$ cat config.mk
export PLATFORM = sky130hd
export DESIGN_NAME = fp_alu_sequencer
export DESIGN_NICKNAME = d
export VERILOG_FILES = /design/src/rtl/fp_alu_sequencer.sv
export SDC_FILE = /design/constraint.sdc
export NUM_CORES = 1
export LEC_CHECK = 0
export ABC_AREA = 1
export BUFFER_PORTS_ARGS = -buffer_cell sky130_fd_sc_hd__buf_2
export CAP_MARGIN = 15
export CORE_UTILIZATION = 53
export CTS_BUF_LIST = sky130_fd_sc_hd__clkbuf_8
export CTS_CLUSTER_DIAMETER = 120
export DETAILED_ROUTE_END_ITERATION = 12
export MAX_ROUTING_LAYER = met4
export PLACE_DENSITY = 0.77
export SETUP_SLACK_MARGIN = 0.5
export SYNTH_ARGS = -nofsm -noshare
export SYNTH_HDL_FRONTEND = slang
export SYNTH_SLANG_ARGS = --single-unit
$ cat constraint.sdc
create_clock -name clk -period 8.64 [get_ports clk]
set_input_delay 0.864 -clock clk [delete_from_list [all_inputs] [get_ports clk]]
set_output_delay 0.864 -clock clk [all_outputs]
set_load 0.05 [all_outputs]
$ cat src/rtl/fp_alu_sequencer.sv
// Byte-serial operand/result sequencer for the 32-bit FP ALU core.
// Define FP_SEQ_WATCHDOG_EN to compile in the WAIT-state watchdog (abort to ERR after TIMEOUT_CYCLES).
module fp_alu_sequencer #(
    parameter int TIMEOUT_CYCLES = 64
) (
    input  logic        clk,
    input  logic        rst,
    input  logic [7:0]  in_data,
    input  logic        in_valid,
    input  logic        opcode,
    output logic [7:0]  out_data,
    output logic        out_valid,
    input  logic        out_ready,
    output logic        busy,
    output logic        done,
    output logic        error,
    output logic [3:0]  state_out,
    output logic [31:0] core_a,
    output logic [31:0] core_b,
    output logic        core_op,
    output logic        core_start,
    input  logic [31:0] core_result,
    input  logic        core_done
);

    typedef enum logic [3:0] {
        S_IDLE   = 4'd0,
        S_LOAD_A = 4'd1,
        S_LOAD_B = 4'd2,
        S_ISSUE  = 4'd3,
        S_WAIT   = 4'd4,
        S_DRAIN  = 4'd5,
        S_DONE   = 4'd6,
        S_ERR    = 4'd7
    } state_t;

    if (TIMEOUT_CYCLES < 2) begin : g_bad_timeout
        $error("TIMEOUT_CYCLES must be at least 2");
    end

    state_t      state_q;
    logic [1:0]  cnt_q;
    logic [31:0] a_q;
    logic [31:0] b_q;
    logic [31:0] res_q;
    logic        op_q;
    logic [7:0]  out_data_q;
    logic        out_valid_q;
    logic        busy_q;
    logic        done_q;
    logic        start_q;

`ifdef FP_SEQ_WATCHDOG_EN
    localparam int WD_W = $clog2(TIMEOUT_CYCLES + 1);
    logic [WD_W-1:0] wd_q;
    logic            error_q;
`endif

    // Sequencer FSM with all outputs registered alongside the state
    always_ff @(posedge clk or posedge rst) begin
        if (rst) begin
            state_q     <= S_IDLE;
            cnt_q       <= 2'd0;
            a_q         <= 32'd0;
            b_q         <= 32'd0;
            res_q       <= 32'd0;
            op_q        <= 1'b0;
            out_data_q  <= 8'd0;
            out_valid_q <= 1'b0;
            busy_q      <= 1'b0;
            done_q      <= 1'b0;
            start_q     <= 1'b0;
`ifdef FP_SEQ_WATCHDOG_EN
            wd_q        <= '0;
            error_q     <= 1'b0;
`endif
        end else begin
            start_q <= 1'b0;
            done_q  <= 1'b0;
            case (state_q)
                S_IDLE: begin
                    if (in_valid) begin
                        a_q[7:0] <= in_data;
                        op_q     <= opcode;
                        cnt_q    <= 2'd1;
                        busy_q   <= 1'b1;
                        state_q  <= S_LOAD_A;
`ifdef FP_SEQ_WATCHDOG_EN
                        error_q  <= 1'b0;
`endif
                    end
                end
                S_LOAD_A: begin
                    if (in_valid) begin
                        a_q[{cnt_q, 3'b000} +: 8] <= in_data;
                        cnt_q <= cnt_q + 2'd1;
                        if (cnt_q == 2'd3) begin
                            state_q <= S_LOAD_B;
                        end
                    end
                end
                S_LOAD_B: begin
                    if (in_valid) begin
                        b_q[{cnt_q, 3'b000} +: 8] <= in_data;
                        cnt_q <= cnt_q + 2'd1;
                        if (cnt_q == 2'd3) begin
                            start_q <= 1'b1;
                            state_q <= S_ISSUE;
                        end
                    end
                end
                S_ISSUE: begin
`ifdef FP_SEQ_WATCHDOG_EN
                    wd_q    <= '0;
`endif
                    state_q <= S_WAIT;
                end
                S_WAIT: begin
                    // core_done takes priority over an expiring watchdog
                    if (core_done) begin
                        res_q       <= core_result;
                        out_data_q  <= core_result[7:0];
                        out_valid_q <= 1'b1;
                        cnt_q       <= 2'd0;
                        state_q     <= S_DRAIN;
                    end
`ifdef FP_SEQ_WATCHDOG_EN
                    else if (wd_q == WD_W'(TIMEOUT_CYCLES - 1)) begin
                        error_q <= 1'b1;
                        state_q <= S_ERR;
                    end else begin
                        wd_q <= wd_q + 1'b1;
                    end
`endif
                end
                S_DRAIN: begin
                    if (out_ready) begin
                        if (cnt_q == 2'd3) begin
                            out_valid_q <= 1'b0;
                            done_q      <= 1'b1;
                            cnt_q       <= 2'd0;
                            state_q     <= S_DONE;
                        end else begin
                            out_data_q <= res_q[{cnt_q + 2'd1, 3'b000} +: 8];
                            cnt_q      <= cnt_q + 2'd1;
                        end
                    end
                end
                S_DONE: begin
                    busy_q  <= 1'b0;
                    state_q <= S_IDLE;
                end
                S_ERR: begin
                    busy_q  <= 1'b0;
                    state_q <= S_IDLE;
                end
                default: begin
                    out_valid_q <= 1'b0;
                    busy_q      <= 1'b0;
                    state_q     <= S_IDLE;
                end
            endcase
        end
    end

    assign out_data   = out_data_q;
    assign out_valid  = out_valid_q;
    assign busy       = busy_q;
    assign done       = done_q;
    assign state_out  = state_q;
    assign core_a     = a_q;
    assign core_b     = b_q;
    assign core_op    = op_q;
    assign core_start = start_q;
`ifdef FP_SEQ_WATCHDOG_EN
    assign error      = error_q;
`else
    assign error      = 1'b0;
`endif

endmodule

# Word-level counts from Yosys, hierarchy flattened
# Index checks and enable logic that the tools add are counted.
# word_totals
out_inout_bits	82
in_bits	46
elab_cells	89
ff_bits	115
# classes
n_eq_ne	18
n_reduce_logical	17
bitwise	2
n_addsub	2
n_mux	35
shifts	3
# op_table
operator	count
32-bit bitwise mux	2
8-bit two-way mux	5
4-bit two-way mux	8
8-bit one-hot mux with 2 select lines	2
8-bit by 7-bit variable shift with 32-bit output, first input constant	1
32-bit by 6-bit indexed part select with 8-bit output	1
8-bit by 7-bit indexed part select with 32-bit output	1
4-bit one-hot mux with 6 select lines	1
2-bit inequality test, second input constant	9
4-bit by 3-bit equality test with 1-bit output, second input constant	4
2-bit two-way mux	5
2-bit AND reduction	5
1-bit two-way mux	9
4-bit by 2-bit equality test with 1-bit output, second input constant	2
2-bit one-hot mux with 4 select lines	1
4-bit AND reduction	2
8-bit AND reduction	1
5-bit negation with 7-bit output	1
6-bit OR reduction	1
5-bit AND reduction	1
5-bit OR reduction	1
4-bit by 1-bit equality test with 1-bit output, second input constant	1
4-bit logical NOT	1
2-bit nonzero test	2
9 further kinds	10

# Logic depth before layout (Yosys ltp)
# Gate-level depths: netlist (run 1).
# logic_depth
ltp_word	5
ltp_mapped	10
depth_no_buf	8

# Worst setup path after synthesis (run 1)
# OpenSTA, ideal clock, no wires.
# synth_timing
path_kind	register to register
from	reg cnt_q[0]
to	reg a_q[0] (netlist: core_a[0])
path_buffers	1
setup_slack_ns	6.865
arrival_time_ns	1.655
path_stages_with_launch	9
setup_time_ns	0.120
synth_period_minus_slack_ns	1.775
required_time_ns	8.520
cell_sequence	dfrtp_1 > buf_2 > inv_2 > ha_1 > clkinv_1 > nand4_1 > nand4_1 > nand3_1 > nand2_1
# synth_via
elab_chain_len	5
word_cells_on_any_way	6
classes_between	add/sub: 1; shift: 2; mux: 3
# synth_lines
element	line	source
start, declared	42	logic [1:0] cnt_q;
start signal, assigned	96	cnt_q <= cnt_q + 2'd1;
start signal, assigned	105	cnt_q <= cnt_q + 2'd1;
start signal, assigned	145	cnt_q <= cnt_q + 2'd1;
5-bit negation with 7-bit output (*)	95	a_q[{cnt_q, 3'b000} +: 8] <= in_data;
8-bit by 7-bit indexed part select with 32-bit output or 8-bit by 7-bit variable shift with 32-bit output (tied branches)	95	
32-bit bitwise mux (*)	95	
8-bit two-way mux (*)	94	if (in_valid) begin
8-bit one-hot mux with 2 select lines (*)	80	case (state_q)
end signal, assigned	83	a_q[7:0] <= in_data;
end signal, assigned by index	95	
end, declared	43	logic [31:0] a_q;
# Mark *: on every way between the ends. The rest lies on a longest branch, timed or not. The select of a mux whose other input is x is not followed.
# A chain may end at the register's enable or synchronous reset.

# Worst setup path in the final report (run 1)
# layout_timing
from	reg cnt_q[0]
to	reg a_q[2] (netlist: core_a[2])
# The elaborated chain is that of the path after synthesis.

==> results.txt, run 1 <==
Period utilization -> 0.373
Final setup fails -> 0
Synth-to-Final Area Change -> 22.1%
Post-Synthesis Cells -> 623
Worst-margin pin slew -> 943 ps
CP max FO -> 29
DP Wirelength -> 9080 microns
Status -> finished, final reports clean
Share of cells above drive strength 1 -> 0.264
Max clock buf depth -> 2
Largest family of logic cells by synthesized area -> simple AND/OR/NAND/NOR gates
Port Buf Inserts -> 125
Clock sink total -> 114
Clock Latency Late Sink -> 430 ps
Switching power -> 1.34 mW
Metal3 WL -> 616 microns
CTS tree -> yes
Clock power frac -> 0.203
Post-synthesis register bit count -> 114
Io pins -> 128
Req. time, crit path -> 8940 ps
Total number of yosys warnings -> 0
Core ar. -> 9370 sq um
Final core utilization -> 0.680
Multiplexer share of the synthesized area -> 0.0345
Switch share -> 0.493
Resized cells post-CTS -> 0
Buf/Inv on CP -> 3
CP cell instances -> buf_16, inv_2, ha_1, clkinv_1, nand4_1, nand4_1, nand3_1, nand2_1
RSZ-0062 raised after global routing -> false
Worst-path clk slew -> 70 ps
Max VDD drop -> 0.209 mV
CTS root buffer -> clkbuf_8
Inst Count DP -> 854
Worst setup EP type -> flop
Startpoint Class -> flop
Initial DRC count -> 230
Fin crit period -> 3230 ps
Worst path max stage delay -> 620 ps
Leak Pwr -> 3.60 nW
Endpoints failing hold -> 0
Max Cap Viol -> 0
Placed cell areas -> 5910 sq um
Clock skew -> 14.0 ps
Initial antenna violation count -> 0
Initial cell density of the core -> 0.557
Nets@finish -> 797
Final Non-Filler Cells -> 887
Commonest cells after routing, fill and taps aside -> 220 x nand2_1, 125 x buf_2, 114 x dfrtp_1, 55 x o21ai_0, 53 x nor2_1
Slew HR -> 0.370
First-pass GRT wire length -> 20800 microns
CTS buffer count -> 17
# hold bufs at CTS -> 0
Comb power frac -> 0.473
Int Power -> 1.38 mW
Ant diodes -> 0
CP top delay family -> simple AND/OR/NAND/NOR gates
DRT met1 WL -> 5810 microns
Distinct cell type count after synthesis -> 25
Post-Synth XOR/XNOR Area -> 0
Sequential power share -> 0.324
Worst hold slack -> 467 ps
Crit-path most repeated cell -> nand4_1
WP data arrival -> 3530 ps
Vias in the first global route -> 4349
Antenna Nets Post-Route -> 0
Max layer used -> met4
Area share of fa/ha/maj cells after synthesis -> 0.0144
Met2 WL -> 5990 microns
Pwr dens -> 426 nW/um^2
Total setup buffers inserted after CTS -> 0
Synth Area in Compound Gates -> 0.0819
Mapped Area -> 5220 sq um
GP Congestion -> 0.856
HP Class -> in2async
Finished Cell Area -> 6370 sq um
DIE AREA -> 10300 sq um
Drt total wl -> 12600 microns
Max Clock Freq -> 310 MHz
Die Y -> 101 microns
Simple-Gate Fraction of Synth Area -> 0.270
Core Rows -> 35
GRT overflow -> 0
Avg Inst Size Synth -> 8.38 sq um
CTS HTree Levels -> 4
DR vias -> 4563
Pins Over Slew Limit -> 0
Pin count of the biggest net entering global routing -> 76
Drt drc -> 0
Register area share after synthesis -> 0.546
GRT Util Overall -> 0.272
Critical-path top delay cell -> dfrtp_1
Vias/cell -> 5.14
Most common cell after layout, fill and taps aside -> nand2_1
TNS Setup -> 0 ps
Wirelength per Cell -> 14.2 microns
TritonRoute pass-1 iters -> 5
Die width -> 101 microns
CP Class -> reg2reg
-- sequential cells by signal, summed over array words and instances, names as in the netlist, 2 cells and up --
register   flops
cnt_q          2
core_a        32
core_b        32
out_data       8
res_q         32
state_out      3
-- metal layers --
metal,vias up,global-route usage
met4,0,0.0769
met3,18,0.0559
li1,2241,-
met5,-,-
met2,155,0.428
met1,2149,0.360
-- path summary, 6_finish.rpt --
check                           depth (start not counted)          end   startpoint  slack (ps)
worst min-delay path                                    2   core_a[12]          rst         470
worst min register to register                          2  out_data[6]  out_data[6]         480
worst max-delay path                                    8    core_a[2]     cnt_q[0]        5410
max in group asynchronous                               3    core_a[7]          rst        6900
min in group clk                                        2  out_data[6]  out_data[6]         480
worst max register to register                          8    core_a[2]     cnt_q[0]        5410
-- cells by family (layout without fill, tap and decap cells) --
| family | after synthesis | in the layout |
|---|---|---|
| other cells | 1 | 2 |
| flops | 114 | 114 |
| simple gates | 340 | 340 |
| compound gates | 81 | 81 |
| mux | 16 | 16 |
| buf+inv | 65 | 199 |
| fa+ha+maj | 6 | 6 |
-- cell type report --
cell class              count  area [sq um]
clock inverters            15           206
clock buffers              17           234
well taps                 129           161
flip-flops and latches    114          2850
repair buffers            127           661
fillers                   813          3000
inverters                  40           153
multi-input cells         445          2110
-- power groups by stage --
stage	Clock, mW	Combinational (mW)	Sequential [mW]
2_1_floorplan	0	0.556	1.30
3_3_place_gp	0	1.23	0.897
3_5_place_dp	0	1.25	0.905
4_1_cts	0.555	1.26	0.895
5_1_grt	0.580	1.41	0.904
6_report	0.550	1.29	0.880
-- stage by stage --
stage	worst slack, ps	power (mW)
3_3_place_gp	5140	2.13
2_1_floorplan	4760	1.86
3_5_place_dp	4900	2.16
5_1_grt	5150	2.89
4_1_cts	4900	2.71
6_report	5410	2.72
-- Yosys cell counts --
master / count / area share
nand2_1: 220 / 0.16
conb_1: 1 / 0.00072
nor2_1: 53 / 0.038
mux2_2: 15 / 0.032
dfrtp_1: 114 / 0.55
a21oi_1: 10 / 0.0096
ha_1: 6 / 0.014
buf_4: 3 / 0.0043
buf_2: 13 / 0.012
clkinv_1: 2 / 0.0014
nand4_1: 3 / 0.0036
nand3_4: 1 / 0.0034
nor2_4: 3 / 0.0065
nand3b_1: 1 / 0.0014
o21ai_0: 55 / 0.053
inv_1: 29 / 0.021
nand3_1: 45 / 0.043
inv_2: 9 / 0.0065
o21ai_1: 10 / 0.0096
nand2_2: 2 / 0.0024
mux2_1: 1 / 0.0022
clkbuf_1: 9 / 0.0065
a22o_1: 6 / 0.010
nor3_1: 3 / 0.0029
nor2_2: 9 / 0.011
(Power assumes the default switching activity.)
==> inputs of run 2 (changes only) <==
Clock period 8.64 ns to 3.3 ns, I/O delays scaled along.
==> results.txt, run 2 (synthesis results as in run 1) <==
Core ar. -> 9370 sq um (unchanged)
DIE AREA -> 10300 sq um (unchanged)
TritonRoute pass-1 iters -> 4 (-1)
CTS tree -> yes
GP Congestion -> 0.869 (+1.5%)
Clock Latency Late Sink -> 430 ps (about the same)
Vias/cell -> 5.33 (+3.6%)
RSZ-0062 raised after global routing -> false
Clock power frac -> 0.192 (-0.011)
Req. time, crit path -> 3610 ps (-5330 ps)
Leak Pwr -> 3.61 nW (+0.14%)
CP top delay family -> simple AND/OR/NAND/NOR gates
Final setup fails -> 0 (unchanged)
Port Buf Inserts -> 125 (unchanged)
DR vias -> 4737 (+3.8%)
Antenna Nets Post-Route -> 0 (unchanged)
Initial DRC count -> 347 (+51%)
Pin count of the biggest net entering global routing -> 115 (+51%)
Share of cells above drive strength 1 -> 0.263 (-0.000694)
Resized cells post-CTS -> 0 (unchanged)
GRT overflow -> 0 (unchanged)
Switching power -> 3.49 mW (+160%)
Fin crit period -> 2510 ps (-720 ps)
Most common cell after layout, fill and taps aside -> nand2_1
Worst-margin pin slew -> 593 ps (-350 ps)
Slew HR -> 0.604 (+0.234)
DP Wirelength -> 9160 microns (+0.88%)
Post-place setup slack -> 867 ps (-4030 ps)
Worst path max stage delay -> 690 ps (+70 ps)
Drt total wl -> 13100 microns (+3.9%)
Nets@finish -> 799 (+0.25%)
Io pins -> 128 (unchanged)
Commonest cells after routing, fill and taps aside -> 220 x nand2_1, 125 x buf_2, 114 x dfrtp_1, 55 x o21ai_0, 53 x nor2_1
Max Cap Viol -> 0 (unchanged)
Initial cell density of the core -> 0.557 (unchanged)
Startpoint Class -> flop
Buf/Inv on CP -> 2 (-1)
HP Class -> in2async
CTS buffer count -> 17 (unchanged)
Max Clock Freq -> 399 MHz (+29%)
Max clock buf depth -> 2 (unchanged)
Vias in the first global route -> 4441 (+2.1%)
Int Power -> 3.56 mW (+160%)
Sequential power share -> 0.326 (+0.002)
Worst-path clk slew -> 70 ps (about the same)
Total setup buffers inserted after CTS -> 0 (unchanged)
Wirelength per Cell -> 14.7 microns (+3.7%)
CTS root buffer -> clkbuf_8
Switch share -> 0.495 (+0.00196)
CP max FO -> 18 (-38%)
Max VDD drop -> 0.475 mV (+130%)
Die Y -> 101 microns (unchanged)
GRT Util Overall -> 0.282 (+0.00967)
Final WS setup -> 794 ps (-4620 ps)
Endpoints failing hold -> 0 (unchanged)
Clock sink total -> 114 (unchanged)
Initial antenna violation count -> 0 (unchanged)
Final core utilization -> 0.678 (-0.00187)
Core Rows -> 35 (unchanged)
Worst setup EP type -> flop
Drt drc -> 0 (unchanged)
Synth-to-Final Area Change -> 21.7%
Ant diodes -> 0 (unchanged)
Critical-path top delay cell -> dfrtp_1
CP Class -> reg2reg
Pwr dens -> 1110 nW/um^2 (+160%)
Period utilization -> 0.759 (+0.386)
TNS Setup -> 0 ps (unchanged)
Pins Over Slew Limit -> 0 (unchanged)
CP cell instances -> inv_2, ha_1, clkinv_1, nand4_1, nand4_1, nand3_1, nand2_1
Comb power frac -> 0.482 (+0.009)
Crit-path most repeated cell -> nand4_1
# hold bufs at CTS -> 0 (unchanged)
CTS HTree Levels -> 4 (unchanged)
First-pass GRT wire length -> 21500 microns (+3.1%)
Status -> finished, final reports clean
WP data arrival -> 2810 ps (-720 ps)
Clock skew -> 11.0 ps (-3.00 ps)
Die width -> 101 microns (unchanged)
==> run 2: final cells by class <==
type                            count  area (sq um)
Clock buffer                       20           275
Clock inverter                     12           139
Fill cell                         791          3010
Inverter                           40           154
Multi-Input combinational cell    445          2110
Sequential cell                   114          2850
Tap cell                          129           161
Timing Repair Buffer              129           668
==> run 2: worst paths after layout <==
path	slack, ps	cells after the start	from	to
min in group clk	130	2	core_result[26]	res_q[26]
worst min-delay path	70	3	rst	state_out[1]
worst max register to register	790	7	cnt_q[0]	core_a[4]
worst max-delay path	790	7	cnt_q[0]	core_a[4]
worst min register to register	480	2	out_data[1]	out_data[1]
max in group asynchronous	2790	3	rst	core_a[16]
==> run 2: power by group through the flow <==
stage | logic, mW | clock network [mW] | registers (mW)
finish | 3.39 | 1.36 | 2.30
global route | 3.69 | 1.43 | 2.36
CTS | 3.39 | 1.36 | 2.29
detailed placement | 3.37 | 0 | 2.31
global placement | 3.30 | 0 | 2.29
floorplan | 1.46 | 0 | 3.42
==> run 2: worst register-to-register path, stage by stage (launching register included) <==
cell      delay [ps]
dfrtp_1          690
inv_2            240
ha_1             540
clkinv_1         140
nand4_1          200
nand4_1          330
nand3_1          180
nand2_1           70
==> run 2: metrics by stage <==
step                      hold slack, ps  power (mW)  cells  area [sq um]
after floorplan                      453        4.87    624          5230
after global placement               460        5.59    857          5940
after detailed placement             461        5.68    857          5940
after CTS                            106        7.05    889          6360
after global routing                 108        7.48    889          6360
final                               70.1        7.05    889          6360
==> run 2: metal layers <==
metal / up-vias / share of wire / GRT usage
met5: - / 0 / -
met4: 0 / 0.028 / 0.100
met3: 35 / 0.056 / 0.0669
met2: 192 / 0.49 / 0.447
met1: 2262 / 0.43 / 0.356
li1: 2248 / - / -
==> inputs of run 3 (changes only) <==
Clock period 3.3 ns to 2.4 ns, I/O delays scaled along.
==> results.txt, run 3 (synthesis results as in run 1) <==
Leak Pwr -> 3.65 nW (+1.1%)
Commonest cells after routing, fill and taps aside -> 220 x nand2_1, 125 x buf_2, 114 x dfrtp_1, 55 x o21ai_0, 53 x nor2_1
Most common cell after layout, fill and taps aside -> nand2_1
CP top delay family -> simple AND/OR/NAND/NOR gates
DIE AREA -> 10300 sq um (unchanged)
Fillers -> 806 (+1.9%)
Worst setup EP type -> flop
CP max FO -> 28 (+10)
Port Buf Inserts -> 125 (unchanged)
Io pins -> 128 (unchanged)
Final core utilization -> 0.690 (+0.0117)
Die Y -> 101 microns (unchanged)
Share of cells above drive strength 1 -> 0.272 (+0.00874)
Worst-margin pin slew -> 515 ps (-78.4 ps)
Status -> finished, final reports clean
CTS HTree Levels -> 4 (unchanged)
Inst Count DP -> 861 (+0.47%)
GRT overflow -> 0 (unchanged)
DR vias -> 4722 (-0.32%)
HP Start -> core_result[8]
Fin crit period -> 1780 ps (-726 ps)
CTS tree -> yes
Worst hold slack -> 26.3 ps (-43.9 ps)
First-pass GRT wire length -> 21300 microns (-0.87%)
Final Non-Filler Cells -> 894 (+0.56%)
CTS root buffer -> clkbuf_8
Drt total wl -> 13200 microns (+0.84%)
Ant diodes -> 0 (unchanged)
Vias in the first global route -> 4475 (+0.77%)
Crit path to -> core_b[3]
Max clock buf depth -> 2 (unchanged)
Clock skew -> 13.0 ps (+2.03 ps)
Critical path depth -> 5 (-2)
WP data arrival -> 2100 ps (-710 ps)
Max VDD drop -> 0.813 mV (+71%)
Clock sink total -> 114 (unchanged)
HP Class -> in2reg
Slew HR -> 0.656 (+0.0519)
Max Cap Viol -> 0 (unchanged)
Synth-to-Final Area Change -> 23.8%
Startpoint Class -> flop
Initial antenna violation count -> 0 (unchanged)
Initial DRC count -> 349 (+0.58%)
R2R cell count -> 5 (-2)
Reg2reg setup slack -> 620 ps (-170 ps)
Pins Over Slew Limit -> 0 (unchanged)
CP Class -> reg2reg
GP Congestion -> 0.951 (+9.4%)
TNS Setup -> 0 ps (unchanged)
Critical-path top delay cell -> dfrtp_1
Die width -> 101 microns (unchanged)
Reg2reg start -> state_out[2]
Initial cell density of the core -> 0.557 (unchanged)
Pin count of the biggest net entering global routing -> 69 (-40%)
Wirelength per Cell -> 14.8 microns (+0.28%)
Req. time, crit path -> 2720 ps (-890 ps)
Pwr dens -> 1530 nW/um^2 (+38%)
Antenna Nets Post-Route -> 0 (unchanged)
Core ar. -> 9370 sq um (unchanged)
Endpoints failing hold -> 0 (unchanged)
Clock Latency Late Sink -> 430 ps (about the same)
Worst-path clk slew -> 70 ps (about the same)
CTS buffer count -> 17 (unchanged)
CP cell instances -> nor2_2, nand3_4, nor2_4, inv_2, o21ai_0
Drt drc -> 0 (unchanged)
CP startpoint -> state_out[2]
Worst r2r dst -> core_b[3]
Core Rows -> 35 (unchanged)
Period utilization -> 0.741 (-0.0179)
Final setup fails -> 0 (unchanged)
Nets@finish -> 806 (+0.88%)
GRT Util Overall -> 0.281 (-0.00120)
Max Clock Freq -> 562 MHz (+41%)
Vias/cell -> 5.28 (-0.87%)
DP Wirelength -> 9240 microns (+0.83%)
Buf/Inv on CP -> 1 (-1)
TritonRoute pass-1 iters -> 5 (+1)
Worst path max stage delay -> 520 ps (-170 ps)
RSZ-0062 raised after global routing -> true
run 3: cell types whose count changed in the layout (fill, tap and decap cells not counted), sizes merged:
cell	delta
inv	-1
clkinv	-2
dlygate4sd3	+1
bufinv	+1
buf	+6
run 3: area by class of cell:
cell class,instances,area [sq um],area share
sequential,114,2850,0.441
multi-input combinational,445,2130,0.330
timing repair buffer,136,736,0.114
clock buffer,20,275,0.0426
tap,129,161,0.0250
clock inverter,10,156,0.0242
inverter,40,154,0.0238
run 3: power by group:
group	switching (mW)	internal [mW]	leakage [nW]
clock network	0.762	1.20	0.221
registers	0.418	2.67	1.48
logic	3.65	1.21	1.95
run 3: metal layers:
metal	GRT usage	wire length (microns)	share of wire	up-vias
li1	-	-	-	2260
met1	0.352	5590	0.42	2233
met2	0.453	6520	0.49	203
met3	0.0704	875	0.066	26
met4	0.0836	218	0.017	0
met5	-	0	0	-
run 3: how the worst min path moves through the flow:
stage,end,slack [ps],depth (start not counted)
4_1_cts,res_q[8],20,2
3_5_place_dp,state_out[0],360,3
6_report,res_q[8],30,2
5_1_grt,res_q[8],10,2
2_1_floorplan,res_q[8],370,1
3_3_place_gp,state_out[1],350,3
run 3: repair_timing:
action,4_1_cts,5_1_grt
endpoints found under the hold margin,114,0
cloned,0,0
pin swaps,1,1
resized for setup,2,2
setup endpoints to repair,16,30
buffers inserted,1,1
hold buffers,1,0
run 3: worst reg2reg max path, delay by kind of cell (launching register included):
family / cells / cell delay [ps]
buffers and inverters: 1 / 60
DFF: 1 / 520
and+or+nand+nor: 3 / 870
AOI/OAI and AO/OA: 1 / 240
run 3: through the flow:
step                setup WS [ps]  instance area (sq um)  power, mW
floorplan                     625                   5230       6.70
global placement              524                   5990       7.74
detailed placement            366                   5990       7.86
CTS                           549                   6440       9.87
global route                  433                   6470       10.5
finish                        621                   6470       9.91
